--- config.mk ---
export PLATFORM = sky130hd
export DESIGN_NAME = seg7_scan_driver_flat
export DESIGN_NICKNAME = d
export VERILOG_FILES = /design/src/rtl/seg7_scan_driver_if.sv /design/src/rtl/seg7_scan_driver.sv /design/src/flat_wrapper.sv
export SDC_FILE = /design/constraint.sdc
export NUM_CORES = 1
export LEC_CHECK = 0
export CORE_MARGIN = 2
export CORE_UTILIZATION = 46
export DETAILED_ROUTE_END_ITERATION = 10
export PLACE_DENSITY = 0.65
export REMOVE_ABC_BUFFERS = 1
export SLEW_MARGIN = 20
export SYNTH_ARGS = -nofsm -noshare
export SYNTH_HDL_FRONTEND = slang
export SYNTH_SLANG_ARGS = --single-unit
--- constraint.sdc ---
create_clock -name clk_in -period 7.1 [get_ports clk_in]
set_clock_uncertainty 0.05 [all_clocks]
set_input_delay 0.71 -clock clk_in [delete_from_list [all_inputs] [get_ports clk_in]]
set_output_delay 0.71 -clock clk_in [all_outputs]
set_load 0.02 [all_outputs]
--- src/rtl/seg7_scan_driver_if.sv ---
// Host-write and display-output bundle for the multiplexed 7-segment scanner.
// The host side (master) writes digit data; the scanner (slave) drives the display.
interface seg7_scan_driver_if #(
  parameter int unsigned NUM_DIGITS = 4
) ();
  localparam int unsigned IDX_W = $clog2(NUM_DIGITS);

  logic [4*NUM_DIGITS-1:0] value;
  logic [NUM_DIGITS-1:0]   dp_in;
  logic                    load;
  logic [NUM_DIGITS-1:0]   an;
  logic [6:0]              seg;
  logic                    dp;
  logic [IDX_W-1:0]        digit_idx;
  logic                    frame_done;

  modport master (
    output value, dp_in, load,
    input  an, seg, dp, digit_idx, frame_done
  );

  modport slave (
    input  value, dp_in, load,
    output an, seg, dp, digit_idx, frame_done
  );
endinterface

--- src/rtl/seg7_scan_driver.sv ---
// Multiplexed 7-segment scanner: advances one digit per rising scan_clk level,
// double-buffers host data so frames never tear, optional leading-zero blanking.
module seg7_scan_driver #(
  parameter int unsigned NUM_DIGITS    = 4,
  parameter bit          ACTIVE_LOW    = 1'b1,
  parameter bit          BLANK_LEADING = 1'b1
) (
  input  logic               clk_in,
  input  logic               rst,
  input  logic               scan_clk,
  seg7_scan_driver_if.slave  bus
);
  localparam int unsigned      IDX_W = $clog2(NUM_DIGITS);
  localparam logic [IDX_W-1:0] LAST  = IDX_W'(NUM_DIGITS - 1);

  logic                    scan_q;
  logic                    adv;
  logic                    wrap;
  logic [IDX_W-1:0]        idx;
  logic [IDX_W-1:0]        idx_nxt;

  logic [4*NUM_DIGITS-1:0] pend;
  logic [NUM_DIGITS-1:0]   pend_dp;
  logic                    pend_vld;
  logic [4*NUM_DIGITS-1:0] act;
  logic [NUM_DIGITS-1:0]   act_dp;
  logic [4*NUM_DIGITS-1:0] act_nxt;
  logic [NUM_DIGITS-1:0]   act_dp_nxt;

  logic [NUM_DIGITS-1:0]   blank;
  logic [NUM_DIGITS-1:0]   an_hot;
  logic [3:0]              nib;
  logic                    dp_sel;
  logic                    blank_sel;
  logic                    zero_run;
  logic [NUM_DIGITS-1:0]   an_nxt;
  logic [6:0]              seg_nxt;
  logic                    dp_nxt;

  function automatic logic [6:0] hex7(input logic [3:0] n);
    logic [6:0] s;
    case (n)
      4'h0: s = 7'h3F;
      4'h1: s = 7'h06;
      4'h2: s = 7'h5B;
      4'h3: s = 7'h4F;
      4'h4: s = 7'h66;
      4'h5: s = 7'h6D;
      4'h6: s = 7'h7D;
      4'h7: s = 7'h07;
      4'h8: s = 7'h7F;
      4'h9: s = 7'h6F;
      4'hA: s = 7'h77;
      4'hB: s = 7'h7C;
      4'hC: s = 7'h39;
      4'hD: s = 7'h5E;
      4'hE: s = 7'h79;
      default: s = 7'h71;
    endcase
    return s;
  endfunction

  assign adv  = scan_clk & ~scan_q;
  assign wrap = adv && (idx >= LAST);

  always_comb begin
    idx_nxt = idx;
    if (adv) begin
      if (idx >= LAST) idx_nxt = '0;
      else             idx_nxt = idx + IDX_W'(1);
    end
  end

  // Outputs are registered on the advance edge, so decode from the buffer
  // contents that will be active after this edge, not the current ones.
  always_comb begin
    act_nxt    = act;
    act_dp_nxt = act_dp;
    if (wrap && pend_vld) begin
      act_nxt    = pend;
      act_dp_nxt = pend_dp;
    end
  end

  always_comb begin
    blank    = '0;
    zero_run = 1'b1;
    for (int unsigned j = 0; j < NUM_DIGITS; j++) begin
      zero_run = zero_run && (act_nxt[4*(NUM_DIGITS-1-j) +: 4] == 4'h0);
      blank[NUM_DIGITS-1-j] = BLANK_LEADING && (j != NUM_DIGITS - 1) && zero_run;
    end
  end

  always_comb begin
    an_hot    = '0;
    nib       = 4'h0;
    dp_sel    = 1'b0;
    blank_sel = 1'b0;
    for (int unsigned k = 0; k < NUM_DIGITS; k++) begin
      if (idx_nxt == IDX_W'(k)) begin
        an_hot[k] = 1'b1;
        nib       = act_nxt[4*k +: 4];
        dp_sel    = act_dp_nxt[k];
        blank_sel = blank[k];
      end
    end
  end

  always_comb begin
    an_nxt  = ACTIVE_LOW ? ~an_hot : an_hot;
    seg_nxt = blank_sel ? 7'h00 : hex7(nib);
    if (ACTIVE_LOW) seg_nxt = ~seg_nxt;
    dp_nxt  = ACTIVE_LOW ? ~dp_sel : dp_sel;
  end

  always_ff @(posedge clk_in) begin
    if (rst) begin
      scan_q         <= 1'b0;
      idx            <= '0;
      pend           <= '0;
      pend_dp        <= '0;
      pend_vld       <= 1'b0;
      act            <= '0;
      act_dp         <= '0;
      bus.an         <= {NUM_DIGITS{ACTIVE_LOW}};
      bus.seg        <= {7{ACTIVE_LOW}};
      bus.dp         <= ACTIVE_LOW;
      bus.frame_done <= 1'b0;
    end else begin
      scan_q         <= scan_clk;
      idx            <= idx_nxt;
      bus.frame_done <= wrap;
      act            <= act_nxt;
      act_dp         <= act_dp_nxt;
      if (wrap) pend_vld <= 1'b0;
      // A load on the wrap edge lands in pending after the copy above, so it
      // shows from the following frame.
      if (bus.load) begin
        pend     <= bus.value;
        pend_dp  <= bus.dp_in;
        pend_vld <= 1'b1;
      end
      if (adv) begin
        bus.an  <= an_nxt;
        bus.seg <= seg_nxt;
        bus.dp  <= dp_nxt;
      end
    end
  end

  assign bus.digit_idx = idx;
endmodule
--- src/flat_wrapper.sv ---
// flat-port wrapper written by rule: the top's interface ports become plain ports
module seg7_scan_driver_flat 
#(
  parameter int unsigned NUM_DIGITS    = 4,
  parameter bit          ACTIVE_LOW    = 1'b1,
  parameter bit          BLANK_LEADING = 1'b1
)
  (clk_in, rst, scan_clk, bus_value, bus_dp_in, bus_load, bus_an, bus_seg, bus_dp, bus_digit_idx, bus_frame_done);
  seg7_scan_driver_if #(.NUM_DIGITS(NUM_DIGITS)) bus_i ();
  input  logic clk_in;
  input  logic rst;
  input  logic scan_clk;
  input wire logic [$bits(bus_i.value)-1:0] bus_value;
  input wire logic [$bits(bus_i.dp_in)-1:0] bus_dp_in;
  input wire logic [$bits(bus_i.load)-1:0] bus_load;
  output wire logic [$bits(bus_i.an)-1:0] bus_an;
  output wire logic [$bits(bus_i.seg)-1:0] bus_seg;
  output wire logic [$bits(bus_i.dp)-1:0] bus_dp;
  output wire logic [$bits(bus_i.digit_idx)-1:0] bus_digit_idx;
  output wire logic [$bits(bus_i.frame_done)-1:0] bus_frame_done;
  assign bus_i.value = bus_value;
  assign bus_i.dp_in = bus_dp_in;
  assign bus_i.load = bus_load;
  assign bus_an = bus_i.an;
  assign bus_seg = bus_i.seg;
  assign bus_dp = bus_i.dp;
  assign bus_digit_idx = bus_i.digit_idx;
  assign bus_frame_done = bus_i.frame_done;
  seg7_scan_driver #(.NUM_DIGITS(NUM_DIGITS), .ACTIVE_LOW(ACTIVE_LOW), .BLANK_LEADING(BLANK_LEADING)) u_core (.clk_in(clk_in), .rst(rst), .scan_clk(scan_clk), .bus(bus_i));
endmodule
After elaboration in Yosys (flattened, before gate mapping)
Memories as Yosys holds them, arrays and structs flattened.
Cells that the tools add are included.

storage, ports and cells
  flip-flop bits (word level) = 57
  ROM bits = 112
  output and inout bits = 15
  memories kept = 1

memory list
  name              depth  width  rd ports  clocked after memory_dff  wr ports  RTL line                source
  (name not given)  16     7      1         0                         0         seg7_scan_driver.sv:42  case (n)

cells by class
  $add $sub $neg = 1
  $lt $le $gt $ge = 1
  equal/unequal tests = 3
  mux-type cells = 22
  bitwise logic cells = 5
  reduce and logical (&&, ||, !) cells = 9

operator list
  kind                   count
  $mux W4                5
  $mux W16               1
  $mux W1                13
  $logic_not A4 Y1       3
  $mux W7                1
  $not A7 Y7             1
  $eq A2 B2 Y1 const B   2
  $logic_and A1 B1 Y1    4
  $mux W2                2
  $not A4 Y4             1
  $add A2 B1 Y2 const B  1
  $eq A2 B1 Y1 const B   1
  $ge A2 B2 Y1 const B   1
  $logic_not A2 Y1       1
  $not A1 Y1             2
  $reduce_bool A2 Y1     1
  $and A1 B1 Y1          1

Longest topological paths before layout
Gate-level depths: netlist of run 1.

  depth after elaboration = 13
  mapped depth = 12
  mapped depth without buffers = 11

Worst setup path after synthesis of run 1
Ideal clock, no wire load.

  path type = reg2reg
  from = register u_core.idx[1] (netlist: u_core.bus.digit_idx[1])
  to = register u_core.bus.seg[1]
  arrival = 2.687 ns
  data required time = 6.928 ns
  path slack = 4.241 ns
  stages on the path, launching flop included = 13
  buffers on the path = 1
  period minus slack after synthesis = 2.859 ns
  path through = dfxtp_1 -> ha_1 -> nand4b_4 -> buf_6 -> mux2i_1 -> mux2i_1 -> mux2_2 -> inv_1 -> ha_1 -> inv_1 -> a21oi_2 -> mux2_4 -> o32a_1

between the ends
  word-level cells in the longest chain between the ends = 12
  elaborated cells on any way between the ends = 26
  those cells by class = 1 x add/sub; 1 x order compare; 3 x eq/ne; 11 x mux; 1 x bitwise; 8 x reduce/logical; 1 x memory

RTL lines
  what                                                     RTL line                   source
  from (decl)                                              seg7_scan_driver.sv:19     logic [IDX_W-1:0] idx;
  from (signal assigned)                                   seg7_scan_driver.sv:131    idx <= idx_nxt;
  branches (longest 10 deep; another with $mem_v2 Z16 W7)  n/a
  $mux W7 *                                                seg7_scan_driver.sv:111    seg_nxt = blank_sel ? 7'h00 : hex7(nib);
  $not A7 Y7 *                                             seg7_scan_driver.sv:112    if (ACTIVE_LOW) seg_nxt = ~seg_nxt;
  to (signal assigned)                                     seg7_scan_driver.sv:126    bus.seg <= {7{ACTIVE_LOW}};
  to (signal assigned)                                     seg7_scan_driver.sv:145    bus.seg <= seg_nxt;
  to (decl)                                                seg7_scan_driver_if.sv:24  output an, seg, dp, digit_idx, frame_done

Mark *: on every way between the ends.
A chain may end at the register's enable or synchronous reset.

Worst setup path in the final report of run 1
  from = input scan_clk
  to = register u_core.bus.seg[6]

between the ends
  word-level cells in the longest chain between the ends = 12
  elaborated cells on any way between the ends = 24
  those cells by class = 3 x eq/ne; 10 x mux; 2 x bitwise; 8 x reduce/logical; 1 x memory

RTL lines
  what                                                     RTL line                source
  from (decl)                                              flat_wrapper.sv:12      input logic scan_clk;
  $and A1 B1 Y1 *                                          seg7_scan_driver.sv:63  assign adv = scan_clk & ~scan_q;
  branches (longest 11 deep; another with $mem_v2 Z16 W7)  n/a

Marked as above.

==> metrics, run 1 <==
critical path's top delay family compound AO/OA/AOI/OAI gates; crit-path max cell delay 0.77 ns; minimum clock period 3.43 ns; Mapped Cells 281; synthesized area per cell 9.49 sq um; clk buf depth 2; Post-DP Area 3050 sq um; fin nets 346; Sw Ratio 0.249; die area 6420 sq um; initial drt markers 115; sequential power share 0.445; combinational share of power 0.157; post-route ant nets 0; CP Launch Type primary input; CTS sink cnt 57; R2R setup slack 3.82 ns; critical path's most frequent cell o21ai_2; Netlist cell types 52; Least-Margin Pin Slew 0.916 ns; GPL Wtd Cong 0.798; CP Capture Type flop; Pins Over Slew Limit 0; Post-CTS Hold Buffers 0; DR pass1 iterations 5; Die Span X 80.2 microns; CTS root buffer clkbuf_8; largest net degree at the start of global routing 59; placeable core area 5540 sq um; crit path DAT 3.63 ns; vias per inst 5.16; Layout area overhead 22.1%; post_cts resized 0; Int Power 0.000582 W; via count 2,024; sequential-to-total area share from yosys stat 0.428; layout cells sized above 1 0.0969; DRT Wirelength 5230 microns; WL/cell 13.3 microns; vias in the first global route 1,946; clk_lat worst skew 0.32 ns; leakage power total 1.46 nW; Syn. warnings 0; relative slew slack 0.388; Final Instance Area 3260 sq um; number of enable flip-flop cells after synthesis 0; worst r2r path cells 11; cell with the largest stage delay on the worst path nor2b_1; total gr overflow 0; RSZ-0062 raised after global routing no; Most used DFF post-synth dfxtp_1; total track usage 0.185; Final Hold Viols 0; Num CTS Buffers 9; FFs w/ async S/R, synth 0; Setup TNS 0 ns; pwr/cell area 238 nW/um^2; DRC errors left 0; Buffers on Ports 38; HP Class reg2reg; NetSw 0.000193 W; first-pass GRT wire length 9110 microns; Setup Buffers After CTS 0; initial antenna violation count 0; ant diodes 0; Clock transition at path regs 0.06 ns; I/O Pins 39; worst hold stages 2; CTS tree yes; crit path max fanout 15; WP buf/inv 2; H-tree levels 3; die height 80.2 microns; Max Cap Viol 0; FP Rows 27; Starting Density 0.481; Seq cells post-synth 57; final-report setup violation count 0; VDD IR max 154 uV; Levels on crit path 10; clock share of power 0.398; critical path class in2reg; Final Cycle Share 0.483; Synth Cell Area 2670 sq um; worst-path cell chain clkdlybuf4s50_1 -> nor2b_1 -> o32ai_1 -> a22oi_1 -> o21ai_2 -> inv_1 -> ha_1 -> o21ai_2 -> o221a_1 -> o21bai_2; DP HPWL 3730 microns; CP required 7.30 ns; outcome finished, final reports clean; maximum operating frequency 291 MHz
power groups by stage:
stage | clock network (W) | logic [W] | registers (W)
after floorplan | 0 | 0.0000672 | 0.000357
after global placement | 0 | 0.000121 | 0.000352
after detailed placement | 0 | 0.000121 | 0.000352
after CTS | 0.000316 | 0.000121 | 0.000345
after global routing | 0.000335 | 0.000134 | 0.000346
final | 0.000308 | 0.000121 | 0.000345
cells by family (layout without fill, tap and decap cells):
| kind of cell | Yosys count | after routing | synth area share |
|---|---|---|---|
| AND/OR/NAND/NOR | 97 | 97 | 0.173 |
| buffers and inverters | 24 | 63 | 0.0464 |
| flip-flops | 57 | 57 | 0.428 |
| AO/OA/AOI/OAI | 53 | 53 | 0.155 |
| adder cells (fa/ha/maj) | 7 | 7 | 0.0328 |
| multiplexers | 43 | 43 | 0.166 |
cell usage after synthesis (all sizes together) (3+ instances only):
library cell / number / area share
dfxtp: 57 / 0.43
mux2: 3 / 0.015
buf: 8 / 0.023
mux2i: 40 / 0.15
o21bai: 4 / 0.013
o32a: 4 / 0.015
nand2: 26 / 0.038
ha: 7 / 0.033
nand2b: 5 / 0.012
o21ai: 7 / 0.016
clkbuf: 9 / 0.014
a21oi: 14 / 0.033
inv: 7 / 0.0099
a211oi: 3 / 0.0084
and2: 3 / 0.0070
nor2: 47 / 0.066
placed cells by master (no fill, tap or decap), types with 5 or more instances in the layout:
cell             count
nand2_1             25
clkbuf_8            12
a21oi_1             11
dfxtp_1             57
ha_1                 7
inv_1                7
nand2b_1             5
o21ai_0              5
nor2_1              47
clkdlybuf4s50_1     37
mux2i_1             40
flip-flops by register name, summed over array words and instances (netlist names):
| register | cells |
|---|---|
| u_core.act | 16 |
| u_core.act_dp | 4 |
| u_core.bus.an | 4 |
| u_core.bus.digit_idx | 2 |
| u_core.bus.dp | 1 |
| u_core.bus.frame_done | 1 |
| u_core.bus.seg | 7 |
| u_core.pend | 16 |
| u_core.pend_dp | 4 |
| u_core.pend_vld | 1 |
| u_core.scan_q | 1 |
per-stage QoR:
| stage | worst slack, ns | util | power (W) | hold WS, ns | std cells |
|---|---|---|---|---|---|
| floorplan | 4.04 | - | 0.000424 | 0.375 | 264 |
| global placement | 3.45 | 0.551 | 0.000473 | 0.390 | 376 |
| detailed placement | 3.37 | 0.551 | 0.000473 | 0.394 | 376 |
| CTS | 3.69 | 0.588 | 0.000782 | 0.402 | 392 |
| global route | 3.38 | 0.588 | 0.000815 | 0.423 | 392 |
| finish | 3.67 | 0.588 | 0.000774 | 0.399 | 392 |
worst reg2reg max path: stages, from the launching register on:
cell and delay (ns):
dfxtp_1 0.56, ha_1 0.41, nand4b_4 0.45, mux2i_1 0.37, mux2i_1 0.10, mux2_2 0.33
inv_1 0.14, ha_1 0.24, inv_1 0.08, a21oi_2 0.05, mux2_4 0.26, o32a_1 0.15
path summary, 6_finish.rpt:
check | to | startpoint
worst min register to register | u_core.act_dp[3]$_SDFF_PP0_ | u_core.act_dp[3]$_SDFF_PP0_
worst max register to register | u_core.bus.seg[1]$_SDFFE_PP1N_ | u_core.bus.digit_idx[0]$_SDFF_PP0_
worst min-delay path | u_core.act_dp[3]$_SDFF_PP0_ | u_core.act_dp[3]$_SDFF_PP0_
worst max-delay path | u_core.bus.seg[6]$_SDFFE_PP1N_ | scan_clk
final cells by class:
cell class,count,area [sq um]
tap,72,90.1
multi-input combinational,200,1400
sequential,57,1140
clock buffer,14,173
clock inverter,2,35.0
fill,520,2280
timing repair buffer,40,390
inverter,7,26.3
layer usage:
layer	track usage	vias to the layer above	wire (microns)
li1	-	1054	-
met5	0	-	0
met1	0.247	928	2620
met2	0.278	40	2380
met4	0.0814	0	40
met3	0.0506	2	188
Note: power is estimated with default switching activity, not from simulation.
==> inputs of run 2 (changes only) <==
==> constraint.sdc (replaced) <==
create_clock -name clk_in -period 3.21 [get_ports clk_in]
set_clock_uncertainty 0.05 [all_clocks]
set_input_delay 0.321 -clock clk_in [delete_from_list [all_inputs] [get_ports clk_in]]
set_output_delay 0.321 -clock clk_in [all_outputs]
set_load 0.02 [all_outputs]
==> run 2 against run 1 <==
Against the previous run: hold slack worse by 0.051 ns; wire length up 6.7%; register-to-register slack worse by 3.6 ns; critical path depth up 1; highest routed layer unchanged.
==> metrics, run 2 (synthesized netlist as in run 1, its figures left out) <==
leakage power total 1.48 nW (+1.3%); sequential power share 0.465 (+0.020); FP Rows 27 (unchanged); DR pass1 iterations 4 (-1); Layout area overhead 22.9%; die area 6420 sq um (unchanged); critical path class reg2reg; placeable core area 5540 sq um (unchanged); RSZ-0062 raised after global routing no; die height 80.2 microns (unchanged); Die Span X 80.2 microns (unchanged); ant diodes 0 (unchanged); DRC errors left 0 (unchanged); Buffers on Ports 38 (unchanged); DP HPWL 4020 microns (+7.9%); H-tree levels 3 (unchanged); first-pass GRT wire length 9830 microns (+7.9%); initial drt markers 111 (-3.5%); placed cells 384 (+2.1%); Sw Ratio 0.263 (+0.0146); Setup TNS 0 ns (unchanged); Starting Density 0.481 (unchanged); clk buf depth 2 (unchanged); total track usage 0.199 (+0.0136); post_cts resized 0 (unchanged); vias in the first global route 2,044 (+5.0%); outcome finished, final reports clean; Place WS 0.186 ns (-3.19 ns); combinational share of power 0.172 (+0.015); Setup Buffers After CTS 0 (unchanged); setup ws final 0.230 ns (-3.44 ns); relative slew slack 0.666 (+0.278); GPL Wtd Cong 0.814 (+2.0%); vias per inst 5.28 (+2.4%); crit path DAT 3.14 ns (-0.49 ns); Max Cap Viol 0 (unchanged); Pins Over Slew Limit 0 (unchanged); post-route ant nets 0 (unchanged); clock share of power 0.363 (-0.035); Post-CTS Hold Buffers 0 (unchanged); DRT Wirelength 5580 microns (+6.7%); initial antenna violation count 0 (unchanged); CTS root buffer clkbuf_8; maximum operating frequency 336 MHz; Core Util, Final 0.592 (+0.00384); commonest non-fill, non-tap cell in the layout dfxtp_1; CTS sink cnt 57 (unchanged); I/O Pins 39 (unchanged); CP Launch Type flop; WL/cell 14.1 microns (+5.4%); filler cell count in the final layout 516 (-0.77%); layout cells sized above 1 0.114 (+0.0170); CP required 3.37 ns (-3.93 ns); HP Class in2reg; Clock transition at path regs 0.06 ns (about the same); Num CTS Buffers 9 (unchanged); Final Hold Viols 0 (unchanged); minimum clock period 2.98 ns; final-report setup violation count 0 (unchanged); most frequent cells in the layout dfxtp_1 (57), nor2_1 (47), mux2i_1 (40); Hold Slack 0.347 ns (-0.0514 ns); crit path max fanout 11 (-4); pwr/cell area 498 nW/um^2 (+110%); clk_lat worst skew 0.33 ns (about the same); largest net degree at the start of global routing 35 (-41%); fin nets 354 (+2.3%); total gr overflow 0 (unchanged); Top Registers u_core.act (16), u_core.pend (16), u_core.bus.seg (7); Int Power 0.00120 W (+110%); VDD IR max 257 uV (+67%); Post-Layout Cell Count 397 (+1.3%); via count 2,098 (+3.7%); CTS tree yes; Final Cycle Share 0.929; CP Capture Type flop; Least-Margin Pin Slew 0.500 ns (-0.416 ns); NetSw 0.000430 W (+120%)
==> run 2: cell types whose count changed in the layout (fill, tap and decap cells not counted) <==
cell	previous run	this run
buf_4	2	10
bufinv_16	1	0
clkbuf_1	2	1
clkinv_2	1	0
==> run 2: path summary, 6_finish.rpt <==
kind / slack, ns / end / startpoint / cells after the start
min reg2reg: 0.40 / u_core.act[7]$_SDFF_PP0_ / u_core.pend[7]$_SDFFE_PP0P_ / 2
max: 0.23 / u_core.bus.seg[1]$_SDFFE_PP1N_ / u_core.bus.digit_idx[1]$_SDFF_PP0_ / 11
min: 0.35 / u_core.pend[12]$_SDFFE_PP0P_ / rst / 2
max reg2reg: 0.23 / u_core.bus.seg[1]$_SDFFE_PP1N_ / u_core.bus.digit_idx[1]$_SDFF_PP0_ / 11
==> run 2: critical path: stages (launching register included) <==
cell      delay [ns]
dfxtp_1         0.47
ha_1            0.41
nand4b_4        0.28
mux2i_1         0.29
mux2i_1         0.10
mux2_2          0.32
inv_1           0.14
ha_1            0.24
inv_1           0.09
a21oi_2         0.06
mux2_4          0.26
o32a_1          0.15
==> run 2: area by class of cell <==
type / count / area [sq um] / share of cell area
multi-input cells: 200 / 1400 / 0.428
flip-flops and latches: 57 / 1140 / 0.348
repair buffers: 48 / 450 / 0.137
clock buffers: 13 / 169 / 0.0515
well taps: 72 / 90.1 / 0.0275
inverters: 7 / 26.3 / 0.00801
==> run 2: through the flow <==
stage	cell area [sq um]	total power (W)
3_5_place_dp	3110	0.00105
3_3_place_gp	3110	0.00105
4_1_cts	3280	0.00165
5_1_grt	3280	0.00172
6_report	3280	0.00163
2_1_floorplan	2570	0.000938
==> run 2: power by group through the flow <==
stage,logic (W),registers (W),clock network [W]
floorplan,0.000149,0.000789,0
global placement,0.000279,0.000775,0
detailed placement,0.000280,0.000775,0
CTS,0.000281,0.000760,0.000605
global route,0.000310,0.000764,0.000643
finish,0.000280,0.000760,0.000593
==> run 2: routing by layer <==
layer	routed length (microns)	GRT usage
met1	2790	0.266
met2	2410	0.291
met3	225	0.0562
met4	152	0.0983
met5	0	0
